File: src/rtl/ad7671_scan_ctrl.sv
// Scan controller for four AD7671 ADCs behind an ADG408 mux.
// One start gives settle, shared convert, busy wait and four reads.
module ad7671_scan_ctrl #(
  parameter int SETTLE_CYC  = 8,
  parameter int CNV_CYC     = 2,
  parameter int RD_CYC      = 3,
  parameter int TIMEOUT_CYC = 200
) (
  input  logic        clk,
  input  logic        rst_n,
  input  logic        start,
  input  logic [2:0]  chan,
  output logic [2:0]  mux_a,
  output logic        cnvst_n,
  output logic [3:0]  rd_n,
  input  logic [3:0]  busy,
  input  logic [15:0] adc_data,
  output logic [15:0] dout,
  output logic [1:0]  dout_idx,
  output logic        dout_valid,
  output logic        done,
  output logic        idle,
  output logic        timeout_err
);

  typedef enum logic [2:0] {
    S_IDLE,
    S_SETTLE,
    S_CONV,
    S_WAIT,
    S_READ,
    S_GAP,
    S_DONE
  } state_e;

  localparam logic [15:0] SetLast = 16'(SETTLE_CYC - 1);
  localparam logic [15:0] CnvLast = 16'(CNV_CYC - 1);
  localparam logic [15:0] RdLast  = 16'(RD_CYC - 1);
  localparam logic [15:0] ToLast  = 16'(TIMEOUT_CYC - 1);
  localparam logic [15:0] BlankLast = 16'd3;

  state_e      state_q, state_d;
  logic [1:0]  rs_q;
  logic        run;
  logic [3:0]  b1_q, bs_q;
  logic [15:0] cnt_q, cnt_d;
  logic [1:0]  idx_q, idx_d;
  logic [2:0]  mux_q, mux_d;
  logic        cnv_n_q, cnv_n_d;
  logic [3:0]  rd_n_q, rd_n_d;
  logic [15:0] dout_q, dout_d;
  logic [1:0]  didx_q, didx_d;
  logic        dv_q, dv_d;
  logic        done_q, done_d;
  logic        idle_q, idle_d;
  logic        terr_q, terr_d;

  // Reset asserts asynchronously but releases two edges later
  always_ff @(posedge clk or negedge rst_n) begin
    if (!rst_n) rs_q <= 2'b00;
    else        rs_q <= {rs_q[0], 1'b1};
  end

  assign run = rs_q[1];

  always_ff @(posedge clk or negedge rst_n) begin
    if (!rst_n) begin
      b1_q <= 4'h0;
      bs_q <= 4'h0;
    end else begin
      b1_q <= busy;
      bs_q <= b1_q;
    end
  end

  always_ff @(posedge clk or negedge rst_n) begin
    if (!rst_n) begin
      state_q <= S_IDLE;
      cnt_q   <= 16'd0;
      idx_q   <= 2'd0;
      mux_q   <= 3'd0;
      cnv_n_q <= 1'b1;
      rd_n_q  <= 4'hF;
      dout_q  <= 16'd0;
      didx_q  <= 2'd0;
      dv_q    <= 1'b0;
      done_q  <= 1'b0;
      idle_q  <= 1'b1;
      terr_q  <= 1'b0;
    end else begin
      state_q <= state_d;
      cnt_q   <= cnt_d;
      idx_q   <= idx_d;
      mux_q   <= mux_d;
      cnv_n_q <= cnv_n_d;
      rd_n_q  <= rd_n_d;
      dout_q  <= dout_d;
      didx_q  <= didx_d;
      dv_q    <= dv_d;
      done_q  <= done_d;
      idle_q  <= idle_d;
      terr_q  <= terr_d;
    end
  end

  always_comb begin
    state_d = state_q;
    cnt_d   = cnt_q + 16'd1;
    idx_d   = idx_q;
    mux_d   = mux_q;
    dout_d  = dout_q;
    didx_d  = didx_q;
    dv_d    = 1'b0;
    terr_d  = terr_q;
    if (!run) begin
      cnt_d = 16'd0;
    end else begin
      unique case (state_q)
        S_IDLE: begin
          cnt_d = 16'd0;
          if (start) begin
            mux_d   = chan;
            terr_d  = 1'b0;
            state_d = S_SETTLE;
          end
        end
        S_SETTLE: begin
          if (cnt_q == SetLast) begin
            cnt_d   = 16'd0;
            state_d = S_CONV;
          end
        end
        S_CONV: begin
          if (cnt_q == CnvLast) begin
            cnt_d   = 16'd0;
            state_d = S_WAIT;
          end
        end
        S_WAIT: begin
          // First four cycles cover BUSY rise plus sync delay
          if (cnt_q >= BlankLast && bs_q == 4'h0) begin
            cnt_d   = 16'd0;
            idx_d   = 2'd0;
            state_d = S_READ;
          end else if (cnt_q == ToLast) begin
            cnt_d   = 16'd0;
            terr_d  = 1'b1;
            state_d = S_DONE;
          end
        end
        S_READ: begin
          if (cnt_q == RdLast) begin
            cnt_d   = 16'd0;
            dout_d  = adc_data;
            didx_d  = idx_q;
            dv_d    = 1'b1;
            state_d = S_GAP;
          end
        end
        S_GAP: begin
          cnt_d = 16'd0;
          if (idx_q == 2'd3) begin
            state_d = S_DONE;
          end else begin
            idx_d   = idx_q + 2'd1;
            state_d = S_READ;
          end
        end
        S_DONE: begin
          cnt_d   = 16'd0;
          state_d = S_IDLE;
        end
        default: begin
          cnt_d   = 16'd0;
          state_d = S_IDLE;
        end
      endcase
    end
  end

  // Strobes are registered from the next state so they never glitch
  always_comb begin
    cnv_n_d = (state_d != S_CONV);
    done_d  = (state_d == S_DONE);
    idle_d  = (state_d == S_IDLE);
    rd_n_d  = 4'hF;
    if (state_d == S_READ) rd_n_d = ~(4'(4'b0001 << idx_d));
  end

  assign mux_a       = mux_q;
  assign cnvst_n     = cnv_n_q;
  assign rd_n        = rd_n_q;
  assign dout        = dout_q;
  assign dout_idx    = didx_q;
  assign dout_valid  = dv_q;
  assign done        = done_q;
  assign idle        = idle_q;
  assign timeout_err = terr_q;

endmodule

File: config.mk
export PLATFORM = sky130hd
export DESIGN_NAME = ad7671_scan_ctrl
export DESIGN_NICKNAME = d
export VERILOG_FILES = /design/src/rtl/ad7671_scan_ctrl.sv
export SDC_FILE = /design/constraint.sdc
export NUM_CORES = 1
export LEC_CHECK = 0
export BUFFER_PORTS_ARGS = -buffer_cell sky130_fd_sc_hd__buf_2
export CELL_PAD_IN_SITES_DETAIL_PLACEMENT = 0
export CELL_PAD_IN_SITES_GLOBAL_PLACEMENT = 1
export CORE_ASPECT_RATIO = 0.75
export CORE_UTILIZATION = 43
export DETAILED_ROUTE_END_ITERATION = 16
export PLACE_DENSITY_LB_ADDON = 0.1
export SYNTH_ARGS = -nofsm -noshare
export SYNTH_HDL_FRONTEND = slang
export SYNTH_SLANG_ARGS = --single-unit
File: constraint.sdc
create_clock -name clk -period 3.1 [get_ports clk]
set_input_delay 0 -clock clk [delete_from_list [all_inputs] [get_ports clk]]
set_output_delay 0 -clock clk [all_outputs]
set_load 0.02 [all_outputs]
======== Word level (Yosys, flattened, before mapping) ========
Cells that the tools add are included.
word-level totals
  register bits ........................... 61
  latch bits .............................. 0
  memory bits (writable) .................. 0
  ROM bits ................................ 0
  bits of input ports ..................... 26
  output and inout bits ................... 30
  memories kept ........................... 0
cells by class
  $add $sub $neg .......................... 2
  multiply operators ...................... 0
  div/mod/pow operators ................... 0
  magnitude comparators ................... 1
  equality and inequality tests ........... 16
  shift-type cells ........................ 1
  mux-type cells .......................... 28
  bitwise logic cells ..................... 1
  reductions and logical operators ........ 8
operators with widths
  operator                                                            number
  2-to-1 mux 16 bit                                                   6
  one-hot mux 16 bit (4 select lines)                                 1
  2-to-1 mux 3 bit                                                    7
  one-hot mux 3 bit (6 select lines)                                  1
  adder 16 x 1 -> 16 bit, second input constant                       1
  equality test 16 x 1 -> 1 bit, second input constant                1
  equality test 16 x 2 -> 1 bit, second input constant                1
  equality test 16 x 3 -> 1 bit, second input constant                1
  equality test 16 x 8 -> 1 bit, second input constant                1
  greater-or-equal comparator 16 x 2 -> 1 bit, second input constant  1
  equality test 3 bit, second input constant                          4
  2-to-1 mux 2 bit                                                    4
  equality test 3 x 2 -> 1 bit, second input constant                 2
  zero test 3 bit                                                     2
  2-to-1 mux 1 bit                                                    6
  inequality test 2 bit, second input constant                        3
  AND reduction 3 bit                                                 2
  AND reduction 5 bit                                                 1
  zero test 4 bit                                                     1
  2-to-1 mux 4 bit                                                    1
  NOT 4 bit                                                           1
  one-hot mux 2 bit (2 select lines)                                  1
  << shifter 1 x 2 -> 4 bit, first input constant                     1
  equality test 3 x 1 -> 1 bit, second input constant                 1
  6 further kinds                                                     6

======== Logic depth before layout (Yosys ltp) ========
  depth after elaboration ................. 8
  depth in mapped cells ................... 9

======== Worst setup path before layout ========
No wires, ideal clock.
  path kind ............................... register to register
  from .................................... reg cnt_q[0]
  to ...................................... reg rd_n_q[2], in the netlist rd_n[2]
  library setup time ...................... 98 ps
  arrival ................................. 2053 ps
  data required time ...................... 3002 ps
  path slack .............................. 949 ps
  stages on the path, launching flop included .. 9
  buffers on the path ..................... 1
  cells stage by stage .................... dfrtp_1 ha_1 and2_0 clkbuf_1 nand3_1 o211ai_1 o41ai_4 nor4_1 nand3_1
on the way
  word-level cells in the longest chain between the ends .. 8
ends and longest elaborated chain
  item                                                                                                 RTL line  source
  from (decl)                                                                                          46        logic [15:0] cnt_q, cnt_d;
  from (signal assigned)                                                                               92        cnt_q <= cnt_d;
  parallel branches: the longest is 7 deep, another holds greater-or-equal comparator 16 x 2 -> 1 bit  n/a
  2-to-1 mux 4 bit (*)                                                                                 187       if (state_d == S_READ) rd_n_d = ~(4'(4'b0001 << idx_d));
  via rd_n_d[2]                                                                                        50        logic [3:0] rd_n_q, rd_n_d;
  to (signal assigned)                                                                                 96        rd_n_q <= rd_n_d;
  to (decl)                                                                                            50
Mark *: on every way through the listed nets, which the timed path passes.
A chain may end at the register's enable or synchronous reset.

======== Worst setup path in the final report ========
  from .................................... reg cnt_q[0]
  to ...................................... reg rd_n_q[3], in the netlist rd_n[3]
Same word-level chain as after synthesis.

==> summary.md <==
| Metric | Value |
|---|---|
| Run status | `complete, no violations` |
| Synthesized area per cell | `roughly 12 um^2` |
| Clock Sinks | `just over 60` |
| Vias/cell | `about 5.0` |
| Most frequent cells after synthesis | `dfrtp_1, mux2_2, nor2_1` |
| Synth top area cells | `dfrtp_1, mux2_2, dfstp_2` |
| Fin crit share | `0.812` |
| Post-route design area | `0.00346 mm^2` |
| Fraction of registers with async set/reset | `1.00` |
| Post-synth cell types | `between 40 and 50` |
| CP max FO | `6` |
| XOR/XNOR share of the synthesized area | `0.0495` |
| Max frequency | `between 0.3 and 0.4 GHz` |
| FF+latch count, synth | `between 60 and 70` |
| Die Y | `roughly 70 um` |
| Slew HR | `0.573` |
| Hold WC Path Type | `in2async` |
| Critical path arrival | `2.75 ns` |
| Layout cells sized above 1 | `0.383` |
| DP Area | `approximately 0.0030 mm^2` |
| Post-synthesis simple-gate area fraction | `0.166` |
| GP Congestion | `between 0.7 and 0.8` |
| Worst skew pair latency | `approximately 0.33 ns` |
| Place WS | `between 0.5 and 0.6 ns` |
| Met3 usage | `0.0621` |
| First-pass GRT wire length | `between 9000 and 10,000 um` |
| DR iter-0 viols | `58` |
| Largest family of logic cells by synthesized area | `simple AND/OR/NAND/NOR gates` |
| Max Cap Viol | `0` |
| Yosys Warn Count | `0` |
| Largest net degree at the start of global routing | `41` |
| Die ar. | `between 0.006 and 0.007 mm^2` |
| Dominant synthesized flop cell | `dfrtp_1` |
| Setup TNS | `0 ns` |
| Final Skew | `between 0.005 and 0.006 ns` |
| Post-Syn Area | `approximately 0.0027 mm^2` |
| Vias | `about 1,900` |
| Crit Path Category | `reg2reg` |
| Core area | `slightly below 0.006 mm^2` |
| Seq/Total Area, Yosys | `0.578` |
| Static Leak | `around 1.6 nW` |
| DP Wirelength | `3570 um` |
| Share of the synthesized area in the top cell type | `0.518` |
| Ports | `56` |
| Root Buffer | `clkbuf_8` |
| CP Launch Type | `flip-flop` |
| Drt wl/cell | `14.1 um` |
| Multiplexer share of the synthesized area | `0.0891` |
| DRT antenna net count | `0` |
| Reg2reg start | `cnt_q[0]` |
| Placed cell count | `342` |
| Post-synthesis compound-gate area fraction | `0.0730` |
| FF-to-FF setup slack | `approximately 0.6 ns` |
| Slew Viols, Final | `0` |
| Max incr delay on CP | `just over 0.6 ns` |
| CTS tree | `built` |
| Synth-to-layout area growth | `30.3%` |
| Row cnt | `24` |
| Crit path max-delay family | `simple AND/OR/NAND/NOR gates` |
| Most frequent cell after synthesis | `dfrtp_1` |
| Post-Syn Instances | `216` |
| PortBufs | `55` |
| Grt met2 use | `0.269` |
| Post-Layout Cell Count | `between 300 and 400` |
| Post_cts resized | `0` |
| Clk buf depth | `2` |
| Area leader, netlist | `dfrtp_1` |
| Die width | `around 90 um` |
| Crit path cell chain | `ha_1 > and2_0 > nand4_1 > nor2_1 > o41ai_4 > nor4_1 > nand3_1` |
| Number of synthesized flops with an enable pin | `0` |
| R2R depth | `7` |
| Final hold vios | `0` |
| RSZ-0062 raised after global routing | `no` |
| Initial antenna violation count | `0` |
| Cell area power density | `between 500 and 600 mW/mm^2` |
| Post-synth net total | `about 250` |
| Routing usage on met1 | `0.255` |
| Critical path data required time | `about 3.3 ns` |
| Antenna cells | `0` |
| Final setup violation count | `0` |
| CP endpoint kind | `flip-flop` |
| Hold Slack | `0.159 ns` |
| Drt total wl | `~5400 um` |
| Total track usage | `0.185` |
| GRT Max-Usage Layer | `met2` |
| Synth Area in Adders | `0.0141` |
| Vias in the first global route | `1,907` |
| H-tree depth | `3` |
| GR Overflow Total | `0` |
| CP max stage cell | `nor4_1` |
| Final Net Count | `328` |
| CTS buffer count | `9` |
| Slew @ Worst Pin | `0.634 ns` |
| Initial core utilization | `0.451` |
| Reg2reg end | `rd_n[3]` |
| FILL cells | `515` |
| Worst vdd ir | `roughly 350 uV` |
| Residual DRC | `0` |
| Drt pass-1 iters | `4` |
| CTS clk-pin slew, worst paths | `~0.060 ns` |
| Final min period | `~2.5 ns` |
| Final worst slack | `roughly 0.58 ns` |
| Bufs and invs on worst path | `0` |
metrics by stage:
step | util | total power [mW]
3_5_place_dp | 0.509 | 1.23
3_3_place_gp | 0.509 | 1.23
6_report | 0.588 | 2.03
2_1_floorplan | - | 1.12
4_1_cts | 0.588 | 2.06
5_1_grt | 0.588 | 2.12
flip-flops by register name, indices dropped and copies added (netlist names), 2 cells and up:
register / flops
cnt_q: 16
rs_q: 2
dout_idx: 2
state_q: 3
bs_q: 4
b1_q: 4
mux_a: 3
rd_n: 4
dout: 16
idx_q: 2
worst reg2reg max path, stage by stage, from the launching register on:
cell and delay (ns):
dfrtp_1 0.45, ha_1 0.28, and2_0 0.33, nand4_1 0.13, nor2_1 0.33, o41ai_4 0.13
nor4_1 0.61, nand3_1 0.16
how the worst max path moves through the flow:
stage                        start  slack, ns  cells past startpoint       to
after detailed placement  cnt_q[0]       0.58                      7  rd_n[3]
final                     cnt_q[0]       0.58                      7  rd_n[3]
after floorplan           cnt_q[0]       0.95                      8  rd_n[2]
after CTS                 cnt_q[0]       0.59                      7  rd_n[3]
after global placement    cnt_q[0]       0.54                      7  rd_n[3]
after global routing      cnt_q[0]       0.28                      7  rd_n[3]
report_power, final:
group          total, mW  internal (mW)  switching, mW
Clock              0.787          0.494          0.293
Combinational      0.321          0.142          0.179
Sequential         0.921          0.866         0.0547
Total               2.03           1.50          0.527
per-layer routing:
metal	up-vias	wire length, um
li1	914	-
met1	912	2630
met2	58	2340
met3	6	326
met4	0	61
met5	-	0
final cells by class:
cell class | count | area, um^2 | area share
clock buffers | 12 | 155 | 0.0448
clock inverters | 3 | 68.8 | 0.0199
inverters | 8 | 30.0 | 0.00868
multi-input cells | 138 | 1040 | 0.302
flip-flops and latches | 61 | 1530 | 0.443
well taps | 78 | 97.6 | 0.0282
repair buffers | 81 | 531 | 0.153
kinds of logic (layout without fill, tap and decap cells):
kind of cell    Yosys count  after routing
other cells               1              1
flops                    61             61
fa+ha+maj                 3              3
compound gates           21             21
simple gates             77             77
buf+inv                  17            104
xor+xnor                 15             15
mux                      21             21
repair_timing:
| action | in CTS | in global routing |
|---|---|---|
| hold endpoints to repair | 44 | 0 |
| hold buffers | 24 | 0 |
| setup buffers | 0 | 0 |
placed cells by master (no fill, tap or decap), drive strengths merged, types with 2 or more instances in the layout:
cell type,netlist,layout
inv,8,8
o31ai,3,3
bufinv,0,2
nand2b,2,2
xnor2,6,6
mux2,21,21
dfstp,6,6
nor2,26,26
xor2,9,9
dfrtp,55,55
nor3,4,4
dlygate4sd3,0,24
a31oi,3,3
nor4,5,5
clkbuf,4,12
nor2b,4,4
ha,3,3
o211ai,3,3
nand4,5,5
a211o,2,2
nand3,9,9
nand3b,3,3
a21oi,2,2
and3,2,2
buf,5,57
nand2,11,11
(Power assumes the default switching activity.)
